File: src/rtl/dart_game_core_if.sv
// Dart impact handshake between the sensor/pattern source (master) and the game core (slave).
interface dart_game_core_if;
  logic       dart_come_i;
  logic [7:0] dart_position_x_i;
  logic [7:0] dart_position_y_i;
  logic       ready_o;

  modport master (
    output dart_come_i,
    output dart_position_x_i,
    output dart_position_y_i,
    input  ready_o
  );

  modport slave (
    input  dart_come_i,
    input  dart_position_x_i,
    input  dart_position_y_i,
    output ready_o
  );
endinterface

File: src/rtl/dart_game_core.sv
// N-player countdown dart game: (x,y) impact -> ring score -> bust/win/turn rotation.
// Optional macro DART_DOUBLE_OUT_EN: a game may only be finished with a 50.
module dart_game_core #(
  parameter int NUM_PLAYERS    = 2,
  parameter int DARTS_PER_TURN = 3,
  parameter int START_PT       = 301,
  parameter int PT_W           = 9,
  parameter int CENTER         = 128,
  parameter int R_BULL         = 8,
  parameter int R_INNER        = 24,
  parameter int R_OUTER        = 64,
  parameter int R_BOARD        = 120
) (
  input  logic                        clk,
  input  logic                        reset,
  input  logic                        new_game_i,
  dart_game_core_if.slave             dart_if,
  output logic [2:0]                  cur_player_o,
  output logic [5:0]                  last_hit_o,
  output logic [NUM_PLAYERS-1:0]      player_done_o,
  output logic [NUM_PLAYERS-1:0]      player_win_o,
  output logic                        game_set_o,
  output logic [NUM_PLAYERS*PT_W-1:0] pt_o
);

`ifdef DART_DOUBLE_OUT_EN
  localparam bit DOUBLE_OUT = 1'b1;
`else
  localparam bit DOUBLE_OUT = 1'b0;
`endif

  localparam int IDX_W = (NUM_PLAYERS > 1) ? $clog2(NUM_PLAYERS) : 1;
  localparam logic signed [8:0] CTR      = 9'(CENTER);
  localparam logic [16:0]       BULL_SQ  = 17'(R_BULL * R_BULL);
  localparam logic [16:0]       INNER_SQ = 17'(R_INNER * R_INNER);
  localparam logic [16:0]       OUTER_SQ = 17'(R_OUTER * R_OUTER);
  localparam logic [16:0]       BOARD_SQ = 17'(R_BOARD * R_BOARD);
  localparam logic [PT_W-1:0]   START    = PT_W'(START_PT);
  localparam logic [PT_W-1:0]   FIFTY    = PT_W'(50);
  localparam logic [2:0]        LAST_CUR = 3'(NUM_PLAYERS - 1);
  localparam logic [2:0]        DARTS    = 3'(DARTS_PER_TURN);

  typedef enum logic [1:0] {S_WAIT, S_CALC, S_UPDATE, S_OVER} state_e;

  state_e                 state_q, state_d;
  logic                   ready_q, ready_d;
  logic [7:0]             x_q, x_d, y_q, y_d;
  logic [5:0]             hit_q, hit_d;
  logic [5:0]             last_hit_q, last_hit_d;
  logic [2:0]             cur_q, cur_d;
  logic [2:0]             cnt_q, cnt_d;
  logic [PT_W-1:0]        snap_q, snap_d;
  logic [PT_W-1:0]        pt_q [NUM_PLAYERS];
  logic [PT_W-1:0]        pt_d [NUM_PLAYERS];
  logic [NUM_PLAYERS-1:0] done_q, done_d;
  logic [NUM_PLAYERS-1:0] win_q, win_d;
  logic                   set_q, set_d;

  logic signed [8:0]  dx, dy;
  logic signed [17:0] dx_sq, dy_sq;
  logic [17:0]        sum_sq;
  logic [16:0]        d2;
  logic [5:0]         ring_hit;

  // Squared radial distance avoids a square root; every ring edge is strict.
  always_comb begin
    dx       = $signed({1'b0, x_q}) - CTR;
    dy       = $signed({1'b0, y_q}) - CTR;
    dx_sq    = dx * dx;
    dy_sq    = dy * dy;
    sum_sq   = $unsigned(dx_sq) + $unsigned(dy_sq);
    d2       = sum_sq[16:0];
    ring_hit = 6'd0;
    if (d2 < BULL_SQ)       ring_hit = 6'd50;
    else if (d2 < INNER_SQ) ring_hit = 6'd25;
    else if (d2 < OUTER_SQ) ring_hit = 6'd10;
    else if (d2 < BOARD_SQ) ring_hit = 6'd5;
  end

  logic [IDX_W-1:0] cur_idx, nxt_idx;
  logic [2:0]       nxt_cur, cnt_inc;
  logic [PT_W-1:0]  rem, hit_w;
  logic             bust, win_now;

  // Bust is decided before any subtraction, so the score can never wrap.
  always_comb begin
    cur_idx = cur_q[IDX_W-1:0];
    nxt_cur = (cur_q == LAST_CUR) ? 3'd0 : cur_q + 3'd1;
    nxt_idx = nxt_cur[IDX_W-1:0];
    cnt_inc = cnt_q + 3'd1;
    rem     = pt_q[cur_idx];
    hit_w   = PT_W'(hit_q);
    bust    = 1'b0;
    win_now = 1'b0;
    if (hit_w > rem) begin
      bust = 1'b1;
    end else if (hit_w == rem) begin
      if (!DOUBLE_OUT || hit_q == 6'd50) win_now = 1'b1;
      else                               bust    = 1'b1;
    end else if (DOUBLE_OUT && (rem - hit_w) < FIFTY) begin
      bust = 1'b1;
    end
  end

  always_comb begin
    state_d    = state_q;
    ready_d    = ready_q;
    x_d        = x_q;
    y_d        = y_q;
    hit_d      = hit_q;
    last_hit_d = last_hit_q;
    cur_d      = cur_q;
    cnt_d      = cnt_q;
    snap_d     = snap_q;
    pt_d       = pt_q;
    done_d     = '0;
    win_d      = win_q;
    set_d      = set_q;

    unique case (state_q)
      S_WAIT: begin
        if (dart_if.dart_come_i) begin
          x_d     = dart_if.dart_position_x_i;
          y_d     = dart_if.dart_position_y_i;
          state_d = S_CALC;
          ready_d = 1'b0;
        end
      end
      S_CALC: begin
        hit_d   = ring_hit;
        state_d = S_UPDATE;
      end
      S_UPDATE: begin
        last_hit_d = hit_q;
        state_d    = S_WAIT;
        ready_d    = 1'b1;
        if (win_now) begin
          pt_d[cur_idx]   = '0;
          win_d[cur_idx]  = 1'b1;
          done_d[cur_idx] = 1'b1;
          set_d           = 1'b1;
          state_d         = S_OVER;
          ready_d         = 1'b0;
        end else begin
          pt_d[cur_idx] = bust ? snap_q : rem - hit_w;
          if (bust || cnt_inc == DARTS) begin
            // The next player's score is untouched this cycle, so it is a valid snapshot.
            done_d[cur_idx] = 1'b1;
            cur_d           = nxt_cur;
            cnt_d           = 3'd0;
            snap_d          = pt_q[nxt_idx];
          end else begin
            cnt_d = cnt_inc;
          end
        end
      end
      S_OVER: begin
        ready_d = 1'b0;
      end
      default: begin
        state_d = S_WAIT;
        ready_d = 1'b1;
      end
    endcase

    if (new_game_i) begin
      state_d    = S_WAIT;
      ready_d    = 1'b1;
      x_d        = '0;
      y_d        = '0;
      hit_d      = '0;
      last_hit_d = '0;
      cur_d      = '0;
      cnt_d      = '0;
      snap_d     = START;
      pt_d       = '{default: START};
      done_d     = '0;
      win_d      = '0;
      set_d      = 1'b0;
    end
  end

  always_ff @(posedge clk or negedge reset) begin
    if (!reset) begin
      state_q    <= S_WAIT;
      ready_q    <= 1'b1;
      x_q        <= '0;
      y_q        <= '0;
      hit_q      <= '0;
      last_hit_q <= '0;
      cur_q      <= '0;
      cnt_q      <= '0;
      snap_q     <= START;
      pt_q       <= '{default: START};
      done_q     <= '0;
      win_q      <= '0;
      set_q      <= 1'b0;
    end else begin
      state_q    <= state_d;
      ready_q    <= ready_d;
      x_q        <= x_d;
      y_q        <= y_d;
      hit_q      <= hit_d;
      last_hit_q <= last_hit_d;
      cur_q      <= cur_d;
      cnt_q      <= cnt_d;
      snap_q     <= snap_d;
      pt_q       <= pt_d;
      done_q     <= done_d;
      win_q      <= win_d;
      set_q      <= set_d;
    end
  end

  assign dart_if.ready_o = ready_q;
  assign cur_player_o    = cur_q;
  assign last_hit_o      = last_hit_q;
  assign player_done_o   = done_q;
  assign player_win_o    = win_q;
  assign game_set_o      = set_q;

  for (genvar i = 0; i < NUM_PLAYERS; i++) begin : g_pt
    assign pt_o[i*PT_W +: PT_W] = pt_q[i];
  end

endmodule

File: src/flat_wrapper.sv
// flat-port wrapper written by rule: the top's interface ports become plain ports
module dart_game_core_flat 
#(
  parameter int NUM_PLAYERS    = 2,
  parameter int DARTS_PER_TURN = 3,
  parameter int START_PT       = 301,
  parameter int PT_W           = 9,
  parameter int CENTER         = 128,
  parameter int R_BULL         = 8,
  parameter int R_INNER        = 24,
  parameter int R_OUTER        = 64,
  parameter int R_BOARD        = 120
)
  (clk, reset, new_game_i, cur_player_o, last_hit_o, player_done_o, player_win_o, game_set_o, pt_o, dart_if_dart_come_i, dart_if_dart_position_x_i, dart_if_dart_position_y_i, dart_if_ready_o);
  dart_game_core_if dart_if_i ();
  input  logic clk;
  input  logic reset;
  input  logic new_game_i;
  output logic [2:0] cur_player_o;
  output logic [5:0] last_hit_o;
  output logic [NUM_PLAYERS-1:0] player_done_o;
  output logic [NUM_PLAYERS-1:0] player_win_o;
  output logic game_set_o;
  output logic [NUM_PLAYERS*PT_W-1:0] pt_o;
  input wire logic [$bits(dart_if_i.dart_come_i)-1:0] dart_if_dart_come_i;
  input wire logic [$bits(dart_if_i.dart_position_x_i)-1:0] dart_if_dart_position_x_i;
  input wire logic [$bits(dart_if_i.dart_position_y_i)-1:0] dart_if_dart_position_y_i;
  output wire logic [$bits(dart_if_i.ready_o)-1:0] dart_if_ready_o;
  assign dart_if_i.dart_come_i = dart_if_dart_come_i;
  assign dart_if_i.dart_position_x_i = dart_if_dart_position_x_i;
  assign dart_if_i.dart_position_y_i = dart_if_dart_position_y_i;
  assign dart_if_ready_o = dart_if_i.ready_o;
  dart_game_core #(.NUM_PLAYERS(NUM_PLAYERS), .DARTS_PER_TURN(DARTS_PER_TURN), .START_PT(START_PT), .PT_W(PT_W), .CENTER(CENTER), .R_BULL(R_BULL), .R_INNER(R_INNER), .R_OUTER(R_OUTER), .R_BOARD(R_BOARD)) u_core (.clk(clk), .reset(reset), .new_game_i(new_game_i), .dart_if(dart_if_i), .cur_player_o(cur_player_o), .last_hit_o(last_hit_o), .player_done_o(player_done_o), .player_win_o(player_win_o), .game_set_o(game_set_o), .pt_o(pt_o));
endmodule
File: config.mk
export PLATFORM = sky130hd
export DESIGN_NAME = dart_game_core_flat
export DESIGN_NICKNAME = d
export VERILOG_FILES = /design/src/rtl/dart_game_core_if.sv /design/src/rtl/dart_game_core.sv /design/src/flat_wrapper.sv
export SDC_FILE = /design/constraint.sdc
export NUM_CORES = 1
export LEC_CHECK = 0
export ABC_AREA = 0
export BUFFER_PORTS_ARGS = -buffer_cell sky130_fd_sc_hd__buf_2
export CORE_ASPECT_RATIO = 0.8
export CORE_MARGIN = 2
export CORE_UTILIZATION = 35
export CTS_CLUSTER_SIZE = 16
export DETAILED_ROUTE_END_ITERATION = 10
export PLACE_DENSITY_LB_ADDON = 0.08
export REMOVE_ABC_BUFFERS = 1
export SYNTH_ARGS = -nofsm -noshare
export SYNTH_HDL_FRONTEND = slang
export SYNTH_SLANG_ARGS = --single-unit
export TNS_END_PERCENT = 50
File: constraint.sdc
create_clock -name clk -period 7.2 [get_ports clk]
set_input_delay 1.44 -clock clk [delete_from_list [all_inputs] [get_ports clk]]
set_output_delay 1.44 -clock clk [all_outputs]
set_load 0.02 [all_outputs]
-- After elaboration in Yosys (flattened, before gate mapping)
Cells that the tools add are included.
- flip-flop bits (word level): 69
- bits of input ports: 20
- output and inout port bits: 33
- word-level logic and storage cells: 126
- $add $sub $neg: 6
- $mul: 2
- order comparisons: 10
- equal/unequal tests: 8
- multiplexer cells: 63
- bitwise operators: 5
- reduce and logical (&&, ||, !) cells: 18
- operators with widths (cell ; number):
    $mux 9 ; 12
    $mux 18 ; 3
    $mux 8 ; 6
    $mux 6 ; 7
    $mul 9x9->17 ; 2
    $mux 3 ; 10
    $mux 2 ; 10
    $and 18x18->18 ; 1
    $bwmux 18 ; 1
    $not 18->18 ; 1
    $sub 8x8->9 const B ; 2
    $add 17x17->17 ; 1
    $lt 17x10->1 const B ; 1
    $lt 17x13->1 const B ; 1
    $lt 17x14->1 const B ; 1
    $lt 17x7->1 const B ; 1
    $reduce_bool 2->1 ; 6
    $mux 1 ; 10
    $reduce_and 2->1 ; 5
    $demux 9 s1 ; 1
    $eq 6x9->1 ; 1
    $gt 6x9->1 ; 1
    $sub 9x6->9 ; 1
    $reduce_bool 4->1 ; 2
    20 further kinds ; 25

-- Logic depth before layout (Yosys ltp)
- depth in word-level cells: 11
- depth in mapped cells: 26
- depth with buffers taken out: 25

-- Least setup slack after synthesis
OpenSTA, ideal clock, no wires.
- path kind: register to register
- from: register u_core.x_q[7]
- to: register u_core.hit_q[2]
- setup time: 132 ps
- arrival time: 6737 ps
- data required time: 7068 ps
- slack: 332 ps
- cell stages (with the launch flop): 24
- buffers on the path: 1
- clock period less this slack: 6868 ps
- cells stage by stage: dfrtp_1 clkbuf_1 or2b_1 inv_1 fa_1 inv_1 fa_1 inv_1 fa_1 fa_1 fa_1 fa_1 inv_1 fa_1 inv_1 ha_1 and4_1 and4_1 or2_2 xnor2_1 and3_1 or4_4 a32oi_1 nor2_1
- longest elaborated chain between the ends: 10
- elaborated cells between the ends (all ways): 13
- those cells by class: add/sub (2); mul (1); order compare (4); mux (6)
- RTL lines (item ; line ; text):
    from (decl) ; dart_game_core.sv:47 ; logic [7:0] x_q, x_d, y_q, y_d;
    from (signal assigned) ; dart_game_core.sv:187 ; x_q <= '0;
    from (signal assigned) ; dart_game_core.sv:201 ; x_q <= x_d;
    $sub 8x8->9 * ; dart_game_core.sv:67 ; dx = $signed({1'b0, x_q}) - CTR;
    $mul 9x9->17 * ; dart_game_core.sv:69 ; dx_sq = dx * dx;
    $add 17x17->17 * ; dart_game_core.sv:71 ; sum_sq = $unsigned(dx_sq) + $unsigned(dy_sq);
    $lt 17x14->1 ; dart_game_core.sv:77 ; else if (d2 < BOARD_SQ) ring_hit = 6'd5;
    $mux 3 ; dart_game_core.sv:77 ;
    $mux 6 ; dart_game_core.sv:76 ; else if (d2 < OUTER_SQ) ring_hit = 6'd10;
    $mux 6 ; dart_game_core.sv:75 ; else if (d2 < INNER_SQ) ring_hit = 6'd25;
    $mux 6 * ; dart_game_core.sv:74 ; if (d2 < BULL_SQ) ring_hit = 6'd50;
    $mux 6 * ; dart_game_core.sv:120 ; unique case (state_q)
    $mux 6 * ; dart_game_core.sv:166 ; if (new_game_i) begin
    to (signal assigned) ; dart_game_core.sv:203 ; hit_q <= hit_d;
    to (decl) ; dart_game_core.sv:48 ; logic [5:0] hit_q, hit_d;
Every way passes the cells marked *; elsewhere a longest branch is shown, timed or not. The select of a mux whose other input is x is not followed.
A chain may end at the register's enable or synchronous reset.

-- Final worst setup path
- from: register u_core.x_q[1]
- to: register u_core.hit_q[2]
The elaborated chain is that of the path after synthesis.

==> out/metrics.csv <==
stage,metric,value,unit
timing,Hold Fails Final Rpt,0,
logic_synthesis,largest family of logic cells by synthesized area,adder cells,
global_route,met2 usage,0.244,
flow_run,Max Cap Viol,0,
logic_synthesis,ys flop type,dfrtp_1,
clocking,htree depth,3,
logic_synthesis,share of the synthesized area in the top cell type,0.277,
logic_synthesis,synthesized instance count,907,
floorplanning,I/O pin count,53,
layout,Final Instance Count excl. Fillers,1284,
logic_synthesis,cell area after synthesis,8690,µm²
drt,total number of vias,6064,
timing,"Slew Viols, Final",0,
floorplanning,row count,51,
global_route,Tot GR Track Use,0.175,
clocking,CTS tree,yes,
logic_synthesis,"EDFF count, synth",0,
setup_path,most frequent cell on the critical path,fa_1,
placed_design,DP HPWL,17.5,mm
layout,ant diodes,0,
timing,Max-slew headroom,0.485,
floorplanning,Die H,145,µm
logic_synthesis,post-synth top area cell,fa_1,
setup_path,Max Fanout on Critical Path,8,
run_status,result of the run,finished clean,
global_route,first-pass GRT wire length,35.9,mm
drt,antenna-violating nets left,0,
drt,Iter 0 DRT Violations,289,
layout,Finished Core Util,0.400,
timing,Setup TNS Final,0,ps
floorplanning,die area,26100,µm²
global_route,largest net degree at the start of global routing,49,
logic_synthesis,post-synthesis mux area share,0.0448,
placed_design,PortBufs,52,
global_route,Overflow after GRT,0,
drt,DR pass1 iterations,5,
global_route,M1 GR Usage,0.286,
logic_synthesis,ys async rst share,1.00,
logic_synthesis,Mean Syn Cell Area,9.58,µm²
floorplanning,Initial Util,0.356,
clocking,CTS buffer count,9,
logic_synthesis,most common library cells after synthesis,"inv_1, fa_1, ha_1, nand2_1",
timing,# setup viols final,0,
logic_synthesis,synth unique cells,63,
timing,Final min period,6870,ps
timing,fin crit share,0.955,
logic_synthesis,register area share after synthesis,0.201,
placed_design,placed insts,1267,
timing,hold slack,490,ps
global_route,vias in the first global route,6306,
logic_synthesis,simple-gate portion of the synthesized area,0.140,
logic_synthesis,complex-gate fraction of the synthesized area,0.0988,
setup_path,Worst EP arrival,7090,ps
layout,Final #Nets,1182,
setup_path,"Req. time, crit path",7420,ps
clocking,clk root buf,clkbuf_16,
layout,area grow syn2layout,12.3,%
drt,Via density,4.72,
clocking,worst skew pair latency,350,ps
setup_path,Worst Setup Path Type,reg2reg,
min_path,Hold Path Class,reg2reg,
floorplanning,Chip Width,180,µm
drt,wire per inst,16.6,µm
clocking,Clock transition at path regs,70,ps
placed_design,GP Congestion,0.807,
global_route,initial antenna violation count,0,
timing,Clock Skew,7.05,ps
global_route,GRT busiest layer,met1,
logic_synthesis,Synth area leaders,"fa_1, dfrtp_1, ha_1, inv_1, dfstp_2",
drt,Detailed Route WL,21.3,mm
logic_synthesis,#FFs+latches synth,69,
setup_path,CP startpoint kind,flop,
setup_path,worst-path cell chain,or2b_4 -> inv_1 -> fa_1 -> inv_1 -> fa_1 -> inv_1 -> fa_1 -> fa_1 -> fa_1 -> fa_1 -> inv_1 -> fa_1 -> inv_1 -> ha_1 -> and4_1 -> and4_1 -> or2_2 -> xnor2_1 -> and3_1 -> or4_4 -> a32oi_1 -> nor2_1,
layout,fillers,2499,
logic_synthesis,post-synthesis xor/xnor area fraction,0.0399,
timing,highest clock rate,0.145,GHz
timing,Slew @ Worst Pin,773,ps
logic_synthesis,YS warnings,0,
drt,DRC,0,
layout,share of cells above drive strength 1,0.146,
clocking,CTS max path bufs,2,
logic_synthesis,most frequent cell after synthesis,inv_1,
clocking,Clock Sinks,69,
setup_path,CP max stage cell,fa_1,
floorplanning,Core Footprint,24400,µm²
global_route,grt met3 use,0.0274,
logic_synthesis,Adder-Cell Fraction of Synth Area,0.393,
setup_path,CP max stage delay,550,ps
setup_path,crit end category,flop,
[flip-flops by register name (all words and copies together) (netlist names), 3 cells and up]
register and flops:
u_core.cur_player_o 3, u_core.x_q 8, u_core.snap_q 9, u_core.hit_q 6
u_core.last_hit_o 6, u_core.cnt_q 3, u_core.y_q 8, u_core.pt_o 18
[logic make-up after synthesis]
group,Yosys count
AND/OR/NAND/NOR,243
flip-flops,69
AO/OA/AOI/OAI,132
multiplexers,37
buffers and inverters,187
adder cells (fa/ha/maj),201
XOR/XNOR,38
[cell type report]
class | instances | area [µm²] | share of cell area
Sequential cell | 69 | 1750 | 0.179
Clock inverter | 7 | 130 | 0.0133
Inverter | 158 | 593 | 0.0608
Tap cell | 318 | 398 | 0.0408
Clock buffer | 9 | 225 | 0.0231
Multi-Input combinational cell | 651 | 6250 | 0.640
Timing Repair Buffer | 72 | 413 | 0.0423
[final timing paths]
kind | startpoint | end | slack [ps] | cells past startpoint
worst min register to register | u_core.player_win_o[1]$_DFFE_PN0P_ | u_core.player_win_o[1]$_DFFE_PN0P_ | 490 | 2
worst max register to register | u_core.x_q[1]$_DFFE_PN0P_ | u_core.hit_q[2]$_DFFE_PN0P_ | 330 | 22
min in group asynchronous | reset | u_core.cur_player_o[2]$_DFFE_PN0P_ | 980 | 1
max in group asynchronous | reset | u_core.x_q[7]$_DFFE_PN0P_ | 5210 | 2
worst min-delay path | u_core.player_win_o[1]$_DFFE_PN0P_ | u_core.player_win_o[1]$_DFFE_PN0P_ | 490 | 2
worst max-delay path | u_core.x_q[1]$_DFFE_PN0P_ | u_core.hit_q[2]$_DFFE_PN0P_ | 330 | 22
[critical path: cells and delay by family, from the launching register on]
family	cells	cell delay, ps
flip-flops	1	450
AND/OR/NAND/NOR	7	1710
AO/OA/AOI/OAI	1	210
buffers and inverters	5	260
XOR/XNOR	1	150
adder cells (fa/ha/maj)	8	3970
[routing by layer]
layer | vias up | part of all wire
met4 | 0 | 0.0048
met1 | 2963 | 0.56
met5 | - | 0
met3 | 8 | 0.024
li1 | 3027 | -
met2 | 66 | 0.41
[metrics by stage]
stage / setup slack (ps) / cell area, µm²
final: 327 / 9760
after global routing: -6.35 / 9760
after CTS: 176 / 9730
after detailed placement: 201 / 9380
after global placement: 276 / 9380
after floorplan: 474 / 8570
[layout by cell type, fill, tap and decap left out, types with 3 or more instances in the layout]
cell       count
dfrtp_2        3
o21a_1         4
bufinv_16      3
clkbuf_16      9
and4b_1        3
fa_1         119
mux2_2        11
xnor2_1       28
a21oi_1       26
a211oi_1       8
mux2i_1       25
a21boi_0       3
o21ai_0       41
a21o_1         7
ha_1          81
nand4_1        5
and2_1        32
inv_1        157
or2_2          7
nor2b_1       16
o211ai_1       9
nor2_1        53
a32o_1         4
buf_4         21
buf_2         51
a21oi_2        3
dfstp_2       16
nand2b_1      14
dfrtp_1       50
nand2_1       81
or3_1          3
nor3_1         8
xor2_1         9
nand3_1        6
o21bai_1       4
[timing repair]
| item | 4_1_cts | 5_1_grt |
|---|---|---|
| setup buffers | 0 | 1 |
| endpoints found under the setup margin | 0 | 4 |
| gates resized for setup | 0 | 7 |
| hold buffers | 0 | 0 |
Power is left out: the tool's default activity adds up to more than one toggle a clock period on the data nets, which glitch-free logic cannot reach.
